<file path="config.mk">
export PLATFORM = sky130hd
export DESIGN_NAME = ball_speed_ctrl_flat
export DESIGN_NICKNAME = d
export VERILOG_FILES = /design/src/rtl/ball_speed_ctrl_pkg.sv /design/src/rtl/ball_speed_ctrl_if.sv /design/src/rtl/ball_speed_ctrl_step_calc.sv /design/src/rtl/ball_speed_ctrl.sv /design/src/flat_wrapper.sv
export SDC_FILE = /design/constraint.sdc
export NUM_CORES = 1
export LEC_CHECK = 0
export ABC_CLOCK_PERIOD_IN_PS = 3030
export BUFFER_PORTS_ARGS = -buffer_cell sky130_fd_sc_hd__buf_2
export CAP_MARGIN = 30
export CORE_ASPECT_RATIO = 1.5
export CORE_MARGIN = 2
export CORE_UTILIZATION = 30
export CTS_CLUSTER_DIAMETER = 80
export DETAILED_ROUTE_END_ITERATION = 10
export GPL_TIMING_DRIVEN = 1
export MAX_ROUTING_LAYER = met4
export PLACE_DENSITY_LB_ADDON = 0.05
export SETUP_SLACK_MARGIN = 0.5
export SKIP_LAST_GASP = 1
export SYNTH_ARGS = -nofsm -noshare
export SYNTH_HDL_FRONTEND = slang
export SYNTH_SLANG_ARGS = --single-unit
</file>
<file path="constraint.sdc">
create_clock -name clk_in -period 3.03 [get_ports clk_in]
set_input_delay 0.303 -clock clk_in [delete_from_list [all_inputs] [get_ports clk_in]]
set_output_delay 0.303 -clock clk_in [all_outputs]
set_load 0.01 [all_outputs]
</file>
<file path="src/rtl/ball_speed_ctrl_pkg.sv">
// Shared ball definitions: speed/counter widths and the rally FSM state encoding.
// Reused by the ball clock divider and the game FSM.
package ball_speed_ctrl_pkg;

  localparam int unsigned SPEED_W = 26;
  localparam int unsigned LEVEL_W = 4;
  localparam int unsigned HITS_W  = 8;
  localparam int unsigned SUB_W   = 4;

  // Encoding is fixed; 2'd3 is unused and recovers to IDLE.
  typedef enum logic [1:0] {
    IDLE  = 2'd0,
    RALLY = 2'd1,
    HOLD  = 2'd2,
    RSVD  = 2'd3
  } state_e;

endpackage

</file>
<file path="src/rtl/ball_speed_ctrl_if.sv">
// Game-logic <-> speed scheduler bus.
//  master (game logic): drives serve/paddle_hit/point_scored pulses, observes speed state.
//  slave  (scheduler) : receives pulses, drives ball_speed, speed_update, speed_level,
//                       rally_hits, in_play.
interface ball_speed_ctrl_if;
  import ball_speed_ctrl_pkg::*;

  logic               serve;
  logic               paddle_hit;
  logic               point_scored;
  logic [SPEED_W-1:0] ball_speed;
  logic               speed_update;
  logic [LEVEL_W-1:0] speed_level;
  logic [HITS_W-1:0]  rally_hits;
  logic               in_play;

  modport master (
    output serve, paddle_hit, point_scored,
    input  ball_speed, speed_update, speed_level, rally_hits, in_play
  );

  modport slave (
    input  serve, paddle_hit, point_scored,
    output ball_speed, speed_update, speed_level, rally_hits, in_play
  );

endinterface

</file>
<file path="src/rtl/ball_speed_ctrl_step_calc.sv">
// speed_step_calc: combinational next ball_speed for a level-up.
//  speed        : current ball_speed
//  next_speed_c : speed minus step, clamped to MIN_SPEED without borrow
//  changed_c    : next_speed_c differs from speed
// Macro SPEED_PCT_STEP_EN selects a proportional step (speed >> STEP_SHIFT)
// instead of the fixed SPEED_STEP.
module speed_step_calc
  import ball_speed_ctrl_pkg::*;
#(
  parameter logic [SPEED_W-1:0] SPEED_STEP = 26'd200_000,
  parameter logic [SPEED_W-1:0] MIN_SPEED  = 26'd500_000
`ifdef SPEED_PCT_STEP_EN
  ,
  parameter int unsigned        STEP_SHIFT = 3
`endif
) (
  input  logic [SPEED_W-1:0] speed,
  output logic [SPEED_W-1:0] next_speed_c,
  output logic               changed_c
);

  logic [SPEED_W-1:0] step;
  logic [SPEED_W-1:0] headroom;

  // Step size; a proportional step of zero still has to move the ball.
  always_comb begin
`ifdef SPEED_PCT_STEP_EN
    step = speed >> STEP_SHIFT;
    if (step == '0) begin
      step = SPEED_W'(1);
    end
`else
    step = SPEED_STEP;
`endif
  end

  // Clamp against the distance to the floor so the subtraction never wraps.
  always_comb begin
    headroom     = (speed > MIN_SPEED) ? (speed - MIN_SPEED) : '0;
    next_speed_c = (step > headroom) ? MIN_SPEED : (speed - step);
    changed_c    = (next_speed_c != speed);
  end

endmodule

</file>
<file path="src/rtl/ball_speed_ctrl.sv">
// ball_speed_ctrl: rally speed scheduler feeding the ball clock divider.
//  clk_in : system clock
//  rst    : synchronous active-high reset
//  bus    : slave side of ball_speed_ctrl_if (serve/paddle_hit/point_scored in;
//           ball_speed, speed_update, speed_level, rally_hits, in_play out, all registered)
// Optional macro SPEED_PCT_STEP_EN: proportional level-up step (see speed_step_calc).
module ball_speed_ctrl
  import ball_speed_ctrl_pkg::*;
#(
  parameter logic [SPEED_W-1:0] SERVE_SPEED    = 26'd2_500_000,
  parameter logic [SPEED_W-1:0] SPEED_STEP     = 26'd200_000,
  parameter logic [SPEED_W-1:0] MIN_SPEED      = 26'd500_000,
  parameter int unsigned        HITS_PER_LEVEL = 4,
  parameter int unsigned        MAX_LEVEL      = 15,
  parameter logic [SPEED_W-1:0] HOLD_CYC       = 26'd50_000_000
`ifdef SPEED_PCT_STEP_EN
  ,
  parameter int unsigned        STEP_SHIFT     = 3
`endif
) (
  input  logic               clk_in,
  input  logic               rst,
  ball_speed_ctrl_if.slave   bus
);

  state_e             state, state_nxt;
  logic [SPEED_W-1:0] speed_q, speed_nxt;
  logic               upd_q, upd_nxt;
  logic [LEVEL_W-1:0] level_q, level_nxt;
  logic [HITS_W-1:0]  hits_q, hits_nxt;
  logic [SUB_W-1:0]   sub_q, sub_nxt;
  logic [SPEED_W-1:0] hold_q, hold_nxt;
  logic               in_play_q, in_play_nxt;

  logic [SPEED_W-1:0] step_speed_c;
  logic               step_changed_c;

  speed_step_calc #(
    .SPEED_STEP (SPEED_STEP),
    .MIN_SPEED  (MIN_SPEED)
`ifdef SPEED_PCT_STEP_EN
    ,
    .STEP_SHIFT (STEP_SHIFT)
`endif
  ) u_step (
    .speed        (speed_q),
    .next_speed_c (step_speed_c),
    .changed_c    (step_changed_c)
  );

  // State and output registers.
  always_ff @(posedge clk_in) begin
    if (rst) begin
      state     <= IDLE;
      speed_q   <= SERVE_SPEED;
      upd_q     <= 1'b0;
      level_q   <= '0;
      hits_q    <= '0;
      sub_q     <= '0;
      hold_q    <= '0;
      in_play_q <= 1'b0;
    end else begin
      state     <= state_nxt;
      speed_q   <= speed_nxt;
      upd_q     <= upd_nxt;
      level_q   <= level_nxt;
      hits_q    <= hits_nxt;
      sub_q     <= sub_nxt;
      hold_q    <= hold_nxt;
      in_play_q <= in_play_nxt;
    end
  end

  // Next-state and counter logic.
  always_comb begin
    state_nxt = state;
    speed_nxt = speed_q;
    upd_nxt   = 1'b0;
    level_nxt = level_q;
    hits_nxt  = hits_q;
    sub_nxt   = sub_q;
    hold_nxt  = hold_q;

    case (state)
      IDLE: begin
        if (bus.serve) begin
          state_nxt = RALLY;
          hits_nxt  = '0;
          level_nxt = '0;
          sub_nxt   = '0;
        end
      end
      RALLY: begin
        // A point in the same cycle as a hit discards the hit.
        if (bus.point_scored) begin
          state_nxt = HOLD;
          hold_nxt  = '0;
        end else if (bus.paddle_hit) begin
          if (hits_q != {HITS_W{1'b1}}) begin
            hits_nxt = hits_q + HITS_W'(1);
          end
          if (sub_q == SUB_W'(HITS_PER_LEVEL - 1)) begin
            sub_nxt = '0;
            // At the floor the hit still counts but nothing else moves.
            if (step_changed_c) begin
              speed_nxt = step_speed_c;
              upd_nxt   = 1'b1;
              if (level_q != LEVEL_W'(MAX_LEVEL)) begin
                level_nxt = level_q + LEVEL_W'(1);
              end
            end
          end else begin
            sub_nxt = sub_q + SUB_W'(1);
          end
        end
      end
      HOLD: begin
        if (hold_q == HOLD_CYC - SPEED_W'(1)) begin
          state_nxt = IDLE;
          speed_nxt = SERVE_SPEED;
          upd_nxt   = (speed_q != SERVE_SPEED);
        end else begin
          hold_nxt = hold_q + SPEED_W'(1);
        end
      end
      default: begin
        state_nxt = IDLE;
        speed_nxt = SERVE_SPEED;
        upd_nxt   = (speed_q != SERVE_SPEED);
      end
    endcase

    in_play_nxt = (state_nxt == RALLY);
  end

  assign bus.ball_speed   = speed_q;
  assign bus.speed_update = upd_q;
  assign bus.speed_level  = level_q;
  assign bus.rally_hits   = hits_q;
  assign bus.in_play      = in_play_q;

endmodule
</file>
<file path="src/flat_wrapper.sv">
// flat-port wrapper written by rule: the top's interface ports become plain ports
module ball_speed_ctrl_flat import ball_speed_ctrl_pkg::*;
#(
  parameter logic [SPEED_W-1:0] SERVE_SPEED    = 26'd2_500_000,
  parameter logic [SPEED_W-1:0] SPEED_STEP     = 26'd200_000,
  parameter logic [SPEED_W-1:0] MIN_SPEED      = 26'd500_000,
  parameter int unsigned        HITS_PER_LEVEL = 4,
  parameter int unsigned        MAX_LEVEL      = 15,
  parameter logic [SPEED_W-1:0] HOLD_CYC       = 26'd50_000_000

)
  (clk_in, rst, bus_serve, bus_paddle_hit, bus_point_scored, bus_ball_speed, bus_speed_update, bus_speed_level, bus_rally_hits, bus_in_play);
  ball_speed_ctrl_if bus_i ();
  input  logic clk_in;
  input  logic rst;
  input wire logic [$bits(bus_i.serve)-1:0] bus_serve;
  input wire logic [$bits(bus_i.paddle_hit)-1:0] bus_paddle_hit;
  input wire logic [$bits(bus_i.point_scored)-1:0] bus_point_scored;
  output wire logic [$bits(bus_i.ball_speed)-1:0] bus_ball_speed;
  output wire logic [$bits(bus_i.speed_update)-1:0] bus_speed_update;
  output wire logic [$bits(bus_i.speed_level)-1:0] bus_speed_level;
  output wire logic [$bits(bus_i.rally_hits)-1:0] bus_rally_hits;
  output wire logic [$bits(bus_i.in_play)-1:0] bus_in_play;
  assign bus_i.serve = bus_serve;
  assign bus_i.paddle_hit = bus_paddle_hit;
  assign bus_i.point_scored = bus_point_scored;
  assign bus_ball_speed = bus_i.ball_speed;
  assign bus_speed_update = bus_i.speed_update;
  assign bus_speed_level = bus_i.speed_level;
  assign bus_rally_hits = bus_i.rally_hits;
  assign bus_in_play = bus_i.in_play;
  ball_speed_ctrl #(.SERVE_SPEED(SERVE_SPEED), .SPEED_STEP(SPEED_STEP), .MIN_SPEED(MIN_SPEED), .HITS_PER_LEVEL(HITS_PER_LEVEL), .MAX_LEVEL(MAX_LEVEL), .HOLD_CYC(HOLD_CYC)) u_core (.clk_in(clk_in), .rst(rst), .bus(bus_i));
endmodule
</file>
* Word level (Yosys, flattened, before mapping) *
Cells that the tools add are included.

operators by class
  add/subtract/negate cells = 6
  multiply operators = 0
  div/mod/pow operators = 0
  magnitude comparators = 2
  equal/unequal tests = 19
  shifts and indexed selects = 0
  muxes and demuxes = 37
  bitwise gates (word level) = 1
  reductions and logical operators = 8

operators by type and width
  cell                                                      number
  2-to-1 mux 26 bit                                         9
  case mux 26 bit (3 select lines)                          1
  case mux 26 bit (2 select lines)                          1
  2-to-1 mux 4 bit                                          9
  2-to-1 mux 8 bit                                          4
  adder 26 x 1 -> 26 bit (second input constant)            1
  == test 26 bit (second input constant)                    1
  > comparator 18 x 26 -> 1 bit (first input constant)      1
  > comparator 26 x 19 -> 1 bit (second input constant)     1
  inequality test 26 x 22 -> 1 bit (second input constant)  1
  inequality test 26 bit                                    1
  subtractor 26 x 18 -> 26 bit (second input constant)      1
  subtractor 26 x 19 -> 26 bit (second input constant)      1
  case mux 4 bit (2 select lines)                           2
  case mux 8 bit (2 select lines)                           1
  inequality test 2 x 1 -> 1 bit (second input constant)    5
  inequality test 2 bit (second input constant)             5
  adder 4 x 1 -> 4 bit (second input constant)              2
  adder 8 x 1 -> 8 bit (second input constant)              1
  inequality test 8 bit (second input constant)             1
  AND reduction 7 bit                                       1
  2-to-1 mux 2 bit                                          3
  case mux 2 bit (3 select lines)                           1
  AND reduction 6 bit                                       1
  other kinds (12)                                          18

storage, ports and cells
  bits in registers = 72
  latch bits = 0
  bits in writable memories = 0
  memory bits (read-only) = 0
  input port bits = 5
  output and inout bits = 40
  logic and storage cells = 81
  memories = 0

* Longest topological paths before layout *
  word-level depth = 10
  gate-level depth with buffers = 12
  mapped depth without buffers = 10

* Cells and area by module *
A second synthesis with hierarchy kept.

second synthesis, totals
  cells, all modules = 530
  area total of the unflattened synthesis = 4426.7 µm²

modules (own cells, without submodules)
  module           instances  cells each  area each (µm²)  sequential area each (µm²)
  ball_speed_ctrl  1          356         3228.1           1441.4
  speed_step_calc  1          174         1198.6           0.0

* Least setup slack after synthesis *
Ideal clock, no wire load.

  path kind = register to register
  from = reg u_core.speed_q[7], in the netlist u_core.bus.ball_speed[7]
  to = reg u_core.speed_q[16], in the netlist u_core.bus.ball_speed[16]
  setup time = 120 ps
  arrival time = 2670 ps
  data required time = 2910 ps
  slack = 240 ps
  stages on the path, launching flop included = 12
  path buffers = 1
  clock period less this slack = 2790 ps
  cells stage by stage = dfxtp_1 inv_1 ha_1 a21bo_2 a21oi_2 o2111a_1 or2_4 nor4_4 o21a_1 buf_6 o22ai_1 a211o_1

between the ends
  cells in the longest elaborated chain, start to end = 9
  elaborated cells between the ends (all ways) = 14
  classes of those cells = add/sub: 2; order compare: 2; eq/ne: 2; mux: 7; reduce/logical: 1

RTL lines
  item                                                                                  line                   source
  from (decl)                                                                           ball_speed_ctrl.sv:27  logic [SPEED_W-1:0] speed_q, speed_nxt;
  from (signal assigned)                                                                ball_speed_ctrl.sv:64  speed_q <= speed_nxt;
  parallel branches: the longest is 9 deep, another holds subtractor 26 x 19 -> 26 bit  -

Several ways; the timed one is not identified. The select of a mux whose other input is x is not followed.
A chain may end at the register's enable or synchronous reset.

* Final worst setup path *
  from = reg u_core.speed_q[13], in the netlist u_core.bus.ball_speed[13]
  to = reg u_core.speed_q[16], in the netlist u_core.bus.ball_speed[16]

The elaborated chain is that of the path after synthesis.

==> summary.md <==
| Metric | Value |
|---|---|
| RSZ-0062 raised after global routing | true |
| Tightest Hold Check Type | primary input to register |
| Most frequent cells in the layout | 68 x buf_4, 66 x nor2_1, 61 x dfxtp_1 |
| Area leader, netlist | dfxtp_1 |
| Mapped Cells | between 500 and 600 |
| HPWL after DPL | about 11,000 um |
| Register area share after synthesis | 0.324 |
| Area Overhead vs Synth | 38.4% |
| CTS tree | yes |
| Setup Viol. Count Final | 0 |
| Synthesized net count | 572 |
| Largest net degree at the start of global routing | 26 |
| Maxcap violations | 0 |
| Leak | about 2.5 nW |
| Port Buf Inserts | 44 |
| Setup TNS | 0 ns |
| Setup crit start kind | register |
| Total wire length | roughly 16,000 um |
| Detailed Route Iter0 Violations | roughly 130 |
| Async set-or-reset flop fraction in the synthesized netlist | 0 |
| Final hold vios | 0 |
| Hold Startpoint | bus_point_scored |
| Clock transition at path regs | 0.07 ns |
| DR vias/cell | 5.32 |
| Die area | between 15,000 and 20,000 um^2 |
| Mapped cell area | ~4500 um^2 |
| Vias in the first global route | roughly 4,600 |
| Die Y-Extent | between 150 and 200 um |
| Max IR drop VDD | 0.200 mV |
| Overall Global Routing Usage | 0.209 |
| FP Rows | 54 |
| Starting Density | 0.306 |
| Layout cells sized above 1 | 0.327 |
| Number of antenna violations at the first check in global routing | 0 |
| Worst R2R Start | u_core.bus.ball_speed[13]$_SDFFE_PP1P_ |
| Setup CP Type | register to register |
| Drt pass-1 iters | 4 |
| Peak Freq | about 370 MHz |
| Clk Latency, worst-skew pair | about 0.34 ns |
| Finished Cell Area | between 6000 and 7000 um^2 |
| Gp weighted congestion | a little over 0.9 |
| DR WL/cell | approximately 18 um |
| Final ANT Viol Nets | 0 |
| Setup slack, reg-to-reg | approximately 0.31 ns |
| Hold Path Sink | u_core.state[0]$_SDFF_PP0_ |
| Number of synthesized flops with an enable pin | 0 |
| Critical Path RT | ~3.3 ns |
| Final nets | just under 700 |
| Worst-case reg-to-reg path depth | 9 |
| CP arrival | a little under 3 ns |
| Cts bufs inserted | 9 |
| Cell variety after synth | between 70 and 80 |
| Synth area leaders | dfxtp_1 32%, nor2_1 5.8%, nand2_1 4.0% |
| Core area | 14,500 um^2 |
| Clock root buffer | clkbuf_16 |
| I/O pins | between 40 and 50 |
| Worst slew margin | 0.517 |
| Predominant post-synthesis flop cell | dfxtp_1 |
| Critical R2R Capture | u_core.bus.ball_speed[16]$_SDFFE_PP0P_ |
| Share of the synthesized area in the top cell type | 0.324 |
| Total number of vias | between 4,000 and 5,000 |
| Mean Syn Cell Area | approximately 8.0 um^2 |
| Die Span X | between 100 and 150 um |
| # diodes | 0 |
| Tmin final | approximately 2.7 ns |
| Crit path max fanout | 6 |
| Power Dens Cells | 360 nW/um^2 |
| DRC | 0 |
| TritonCTS sink count | 72 |
| Setup Skew | around 0.010 ns |
| Placed Instance Area | about 5300 um^2 |
| H-tree Lvls | 3 |
| Clk buf depth | 2 |
| Total grt overflow | 0 |
| Hold WS | slightly below 0.3 ns |
| Final period util | 0.899 |
| CP Capture Type | register |
| Measured slew at the worst slew-check pin | about 0.7 ns |
| First-pass GRT wire length | 24,700 um |
| Outcome | finished, final reports clean |
| Hold path depth | 3 |
| Leading cell type in the layout, fill and taps excluded | buf_4 |
| Syn. warnings | 0 |
| #FFs+latches synth | 72 |
| Slew Limit Fails | 0 |
cells by family (layout without fill, tap and decap cells):
| kind of cell | Yosys count | in the layout | synth area share |
|---|---|---|---|
| flip-flops | 72 | 72 | 0.324 |
| multiplexers | 2 | 2 | 0.00450 |
| AO/OA/AOI/OAI | 136 | 136 | 0.225 |
| buffers and inverters | 43 | 157 | 0.0453 |
| adder cells (fa/ha/maj) | 9 | 9 | 0.0253 |
| XOR/XNOR | 32 | 32 | 0.0630 |
| AND/OR/NAND/NOR | 264 | 264 | 0.313 |
metrics by stage:
step / worst slack [ns] / util / power, mW / instances
finish: 0.307 / 0.424 / 2.22 / 868
global route: 0.215 / 0.424 / 2.30 / 868
CTS: 0.331 / 0.415 / 2.25 / 863
detailed placement: 0.0637 / 0.362 / 1.08 / 829
global placement: 0.113 / 0.362 / 1.08 / 829
floorplan: 0.492 / - / 1.04 / 558
Yosys cell counts, types with 5 or more instances:
cell type and instances:
a211oi_1 8, a21oi_1 31, a31oi_1 5, and2_1 6, and3_1 11, buf_2 5, clkbuf_1 18, dfxtp_1 72
ha_1 9, inv_1 14, nand2_1 47, nand3_1 27, nand3b_1 9, nand4_1 10, nor2_1 69, nor2b_1 15
nor3_1 23, nor3b_1 6, nor4_1 7, o211a_1 6, o211ai_1 11, o21a_1 6, o21ai_0 20, or3_1 8
xnor2_1 14, xor2_1 18
worst max path at each step:
stage / from / slack (ns) / to
final: u_core.bus.ball_speed[13]$_SDFFE_PP1P_ / 0.31 / u_core.bus.ball_speed[16]$_SDFFE_PP0P_
after CTS: u_core.bus.ball_speed[10]$_SDFFE_PP1P_ / 0.33 / u_core.bus.ball_speed[25]$_SDFFE_PP0P_
after detailed placement: u_core.bus.ball_speed[7]$_SDFFE_PP1P_ / 0.06 / u_core.bus.ball_speed[14]$_SDFFE_PP0P_
after global placement: u_core.bus.ball_speed[7]$_SDFFE_PP1P_ / 0.11 / u_core.bus.ball_speed[23]$_SDFFE_PP0P_
after floorplan: u_core.bus.ball_speed[10]$_SDFFE_PP1P_ / 0.49 / u_core.bus.ball_speed[23]$_SDFFE_PP0P_
after global routing: u_core.bus.ball_speed[10]$_SDFFE_PP1P_ / 0.22 / u_core.bus.ball_speed[25]$_SDFFE_PP0P_
state kept, by name (all words and copies together) (netlist names):
register	count
u_core.sub_q	4
u_core.bus.speed_level	4
u_core.hold_q	26
u_core.bus.speed_update	1
u_core.bus.in_play	1
u_core.state	2
u_core.bus.ball_speed	26
u_core.bus.rally_hits	8
per-layer routing:
metal	vias to the layer above	part of all wire	GRT usage
li1	2251	-	-
met1	2232	0.40	0.229
met2	85	0.52	0.351
met3	46	0.022	0.0334
met4	0	0.059	0.115
met5	-	0	-
area by class of cell:
type / instances / area (um^2)
clock buffer: 11 / 253
clock inverter: 5 / 63.8
fill: 1492 / 8370
inverter: 14 / 55.1
multi-input combinational: 443 / 3140
sequential: 72 / 1470
tap: 196 / 245
timing repair buffer: 127 / 938
report_power, final:
group | internal [mW] | total, mW | switching, mW
registers | 0.948 | 0.956 | 0.00821
clock network | 0.689 | 1.14 | 0.456
logic | 0.0456 | 0.119 | 0.0737
total | 1.68 | 2.22 | 0.538
timing repair:
item,CTS,global route
hold buffers,0,0
setup endpoints to repair,37,41
resized for setup,62,25
gates cloned,1,0
setup buffers,17,5
pin swaps,24,16
worst max-delay path, cell delays in order, from the launching register on:
cell and delay, ns:
dfxtp_4 0.39, nand3_4 0.08, or3_4 0.43, o2111a_1 0.31
or2_4 0.27, buf_4 0.15, o311a_4 0.33, bufbuf_16 0.28
and2_1 0.15, a211o_1 0.21
No activity file was read; power rests on OpenSTA's default activity.
